<file path="src/rtl/ncc_peak_finder.sv">
// ncc_peak_finder: scans one search window of raster-ordered signed 8-bit NCC
// scores and reports the best score, its (x, y) offset and the second-best
// score through a valid/ready handshake.
//
// Ports:
//   clk, rst          clock, asynchronous active-high reset
//   start             pulse; begins (or restarts) a search window
//   threshold         signed acceptance threshold, sampled on start
//   in_valid/in_ready score stream handshake (in_ready high only while scanning)
//   in_score          signed correlation score
//   out_valid/out_ready result record handshake
//   out_best_score, out_best_x, out_best_y, out_second_score, out_found
//   busy              block is not idle
module ncc_peak_finder #(
   parameter int unsigned WIN_W = 25,
   parameter int unsigned WIN_H = 25,
   parameter int unsigned XW    = (WIN_W > 1) ? $clog2(WIN_W) : 1,
   parameter int unsigned YW    = (WIN_H > 1) ? $clog2(WIN_H) : 1
) (
   input  logic              clk,
   input  logic              rst,
   input  logic              start,
   input  logic signed [7:0] threshold,
   input  logic              in_valid,
   output logic              in_ready,
   input  logic signed [7:0] in_score,
   output logic              out_valid,
   input  logic              out_ready,
   output logic signed [7:0] out_best_score,
   output logic [XW-1:0]     out_best_x,
   output logic [YW-1:0]     out_best_y,
   output logic signed [7:0] out_second_score,
   output logic              out_found,
   output logic              busy
);

   typedef enum logic [1:0] {StIdle, StScan, StReport} state_t;

   localparam logic signed [7:0] MinScore = 8'sh80;

   state_t            state;
   logic signed [7:0] best, second, thr;
   logic [XW-1:0]     x, best_x;
   logic [YW-1:0]     y, best_y;
   logic              found, valid_r;

   logic              xfer, last_x, last;
   logic signed [7:0] best_n, second_n;
   logic [XW-1:0]     best_x_n;
   logic [YW-1:0]     best_y_n;

   always_comb begin
      in_ready = (state == StScan);
      busy     = (state != StIdle);
      // A start in SCAN discards any transfer in the same cycle.
      xfer     = in_valid && in_ready && !start;
      last_x   = (x == XW'(WIN_W - 1));
      last     = last_x && (y == YW'(WIN_H - 1));

      best_n   = best;
      second_n = second;
      best_x_n = best_x;
      best_y_n = best_y;
      // Strict '>' keeps the first occurrence of the maximum; a tie with best
      // still lands in second.
      if (in_score > best) begin
         second_n = best;
         best_n   = in_score;
         best_x_n = x;
         best_y_n = y;
      end else if (in_score > second) begin
         second_n = in_score;
      end
   end

   always_ff @(posedge clk or posedge rst) begin
      if (rst) begin
         state   <= StIdle;
         best    <= MinScore;
         second  <= MinScore;
         thr     <= '0;
         x       <= '0;
         y       <= '0;
         best_x  <= '0;
         best_y  <= '0;
         found   <= 1'b0;
         valid_r <= 1'b0;
      end else begin
         unique case (state)
            StIdle, StScan: begin
               if (start) begin
                  thr    <= threshold;
                  best   <= MinScore;
                  second <= MinScore;
                  x      <= '0;
                  y      <= '0;
                  best_x <= '0;
                  best_y <= '0;
                  state  <= StScan;
               end else if (xfer) begin
                  best   <= best_n;
                  second <= second_n;
                  best_x <= best_x_n;
                  best_y <= best_y_n;
                  if (last_x) begin
                     x <= '0;
                     y <= last ? '0 : y + YW'(1);
                  end else begin
                     x <= x + XW'(1);
                  end
                  if (last) begin
                     found   <= (best_n >= thr);
                     valid_r <= 1'b1;
                     state   <= StReport;
                  end
               end
            end
            StReport: begin
               if (out_ready) begin
                  valid_r <= 1'b0;
                  state   <= StIdle;
               end
            end
            default: state <= StIdle;
         endcase
      end
   end

   // best/second/position only change in IDLE/SCAN, so they are stable in REPORT.
   assign out_valid        = valid_r;
   assign out_best_score   = best;
   assign out_best_x       = best_x;
   assign out_best_y       = best_y;
   assign out_second_score = second;
   assign out_found        = found;

endmodule

</file>
<file path="config.mk">
export PLATFORM = sky130hd
export DESIGN_NAME = ncc_peak_finder
export DESIGN_NICKNAME = d
export VERILOG_FILES = /design/src/rtl/ncc_peak_finder.sv
export SDC_FILE = /design/constraint.sdc
export NUM_CORES = 1
export LEC_CHECK = 0
export CAP_MARGIN = 20
export CORE_AREA = 3 3 64 96
export DETAILED_ROUTE_END_ITERATION = 8
export DIE_AREA = 0 0 67 99
export GPL_TIMING_DRIVEN = 0
export HOLD_SLACK_MARGIN = 0.08
export PLACE_DENSITY = 0.93
export SYNTH_ARGS = -nofsm -noshare
export SYNTH_HDL_FRONTEND = slang
export SYNTH_SLANG_ARGS = --single-unit
</file>
<file path="constraint.sdc">
create_clock -name clk -period 5.37 [get_ports clk]
set_input_delay 0.8055 -clock clk [delete_from_list [all_inputs] [get_ports clk]]
set_output_delay 0.8055 -clock clk [all_outputs]
set_load 0.05 [all_outputs]
</file>
==> results.toml <==
[drt]
routedWlPerCell_um = 17.5
via_count = 2913
drc = 0
routed_wl_um = 8260
drt-initial-drc-count = 203
dr.pass1.iters = 5
ant_nets = 0
route.detailed.vias_per_inst = 6.17

[placement]
place_congestion = 0.917
postPlaceCellArea_mm2 = 0.00373
dp_hpwl_um = 5960
portBuffers = 49

[finish]
stdcell_area_mm2 = 0.00384
diodes = 0
drive_gt1_frac = 0.0746
final_util = 0.704
nets = 450
layout_common_cells = "49 x clkdlybuf4s50_1, 46 x dfrtp_1, 41 x inv_1"
syn2layout_area_growth_pct = 22.7
final_common_cell = "clkdlybuf4s50_1"

[sta]
tightest_slew_ps = 805
setup_tns_ps = 0
post-route-period-util = 0.812
finalCriticalPeriod_ps = 4360
final_hold_viol_count = 0
fin_skew_ps = 9.77
max_freq_mhz = 229
rsz0062_at_grt = "false"
relSlewSlack = 0.461
finalSetupViolations = 0
drv_slew = 0

[clock_tree]
cts_made_buffers = 5
clock_sinks = 48
cts_resized = 0
cts_root_buf = "clkbuf_8"
clk_latency_ps = 310
cts-hold-fix-buffers = 0
cts_max_path_buffers = 2
htreeDepth = 2
path_clk_slew_ps = 90
cts_setup_buffers = 0
cts_tree = "built"

[grt]
grt_max_degree = 35
grt-ovfl-total = 0
first_global_vias = 2932
antenna_found_initial = 0
grt_use_total = 0.262
grt_pass1_wl_um = 13400

[critical_path]
start_kind = "primary input"
cp.arrival_ps = 4560
endpoint_kind = "flop"
path_class = "primary input to flop"
crit_fanout = 10
worstPathRequired_ps = 5570

[die]
fp.dieW_um = 67
die_area_mm2 = 0.00663
rows = 33
coreArea_mm2 = 0.00545
initial_core_util = 0.574
die_y_um = 99
io_pins = 51

[power_and_ir_drop]
p_per_area_mw_per_mm2 = 278
ir_worst_vdd_mv = 0.162
power_w = 0.00107
leakagePower_nw = 1.76

[synthesis]
syn_avg_cell_area_um2 = 9.10
synth_nets = 393
synthCells = 344
synth_area_mm2 = 0.00313
synth-seq-cells = 48
yosys_warnings = 0
yosysUniqueCellTypes = 45
ys_seq_area_frac = 0.385

[run]
maxCapViolCount = 0

[outcome]
status = "complete, no violations"

[hold_path]
min-delay-path-class = "flop to flop"
[final cells by class]
class	count	area, um^2
sequential	48	1200
tap	70	87.6
multi-input combinational	239	1690
timing repair buffer	50	510
clock buffer	5	68.8
inverter	42	158
clock inverter	3	42.5
buffer	15	80.1
fill	409	1610
[through the flow]
| stage | std cells | setup WS, ps | hold WS [ps] |
|---|---|---|---|
| 2_1_floorplan | 344 | 1810 | 466 |
| 3_3_place_gp | 463 | 797 | 487 |
| 3_5_place_dp | 464 | 758 | 486 |
| 4_1_cts | 472 | 1090 | 508 |
| 5_1_grt | 472 | 719 | 520 |
| 6_report | 472 | 1010 | 503 |
[power by group]
part / internal (W) / switching (W)
Clock: 0.000138 / 0.000131
Sequential: 0.000392 / 0.0000225
Combinational: 0.000142 / 0.000239
Total: 0.000672 / 0.000393
[cell families after synthesis]
logic type	Yosys count	synth area share
buffers and inverters	57	0.0760
xor gates and xnor gates	3	0.00840
muxes	18	0.0604
DFF	48	0.385
adders and majority gates	28	0.112
and+or+nand+nor	91	0.148
AOI/OAI and AO/OA	99	0.211
[final timing paths]
path / start / endpoint / slack (ps) / cells past startpoint
setup / recovery: in_score[7] / out_found / 1010 / 15
hold / removal: out_found / out_found / 500 / 1
setup reg to reg: out_best_score[7] / out_found / 1420 / 15
hold reg to reg: out_found / out_found / 500 / 1
max in group asynchronous: rst / out_second_score[7] / 4050 / 3
min in group asynchronous: rst / thr[0] / 770 / 2
[registers in the layout, summed over array words and instances (netlist names)]
register          flops
out_best_score        8
out_second_score      8
thr                   8
out_best_x            5
out_best_y            5
x                     5
y                     5
state                 2
out_found             1
out_valid             1
[worst max-delay path: stages]
cell,delay (ps)
clkdlybuf4s50_1,550
ha_1,380
buf_4,160
nand4_1,120
o221ai_2,440
nor4_2,120
nor3_2,430
clkbuf_1,350
o21ai_0,130
ha_1,290
a21oi_1,170
nor2b_1,60
o21ai_0,190
a2111oi_0,130
a211o_1,230
[layer usage]
layer,track usage,up-vias,part of all wire
met5,0,-,0
met4,0.158,0,0.050
met3,0.0468,42,0.066
met2,0.425,152,0.50
met1,0.316,1380,0.39
li1,-,1339,-
[synthesized netlist by cell type (all sizes together)]
cell type,number,share of area
nor3,5,0.011
nor2b,6,0.012
o32a,1,0.0032
mux2i,14,0.045
and2,2,0.0040
a22o,17,0.048
and4,1,0.0028
a2111oi,1,0.0028
nor4,7,0.016
o211ai,8,0.019
a22oi,8,0.019
mux2,4,0.016
nand3,3,0.0048
o221ai,1,0.0048
clkbuf,10,0.012
nand4,7,0.016
a211oi,3,0.011
o22ai,2,0.0040
nand2b,3,0.0060
and3,1,0.0020
a21boi,1,0.0024
o21ai,36,0.058
or2,3,0.0060
nand2,36,0.043
ha,28,0.11
nor2,14,0.017
or3,2,0.0040
a21o,1,0.0024
a31oi,8,0.016
and4b,1,0.0032
a21oi,11,0.018
dfstp,2,0.017
buf,5,0.014
dfrtp,46,0.37
xor2,3,0.0084
a211o,1,0.0028
inv,42,0.050
(Power assumes the default switching activity.)
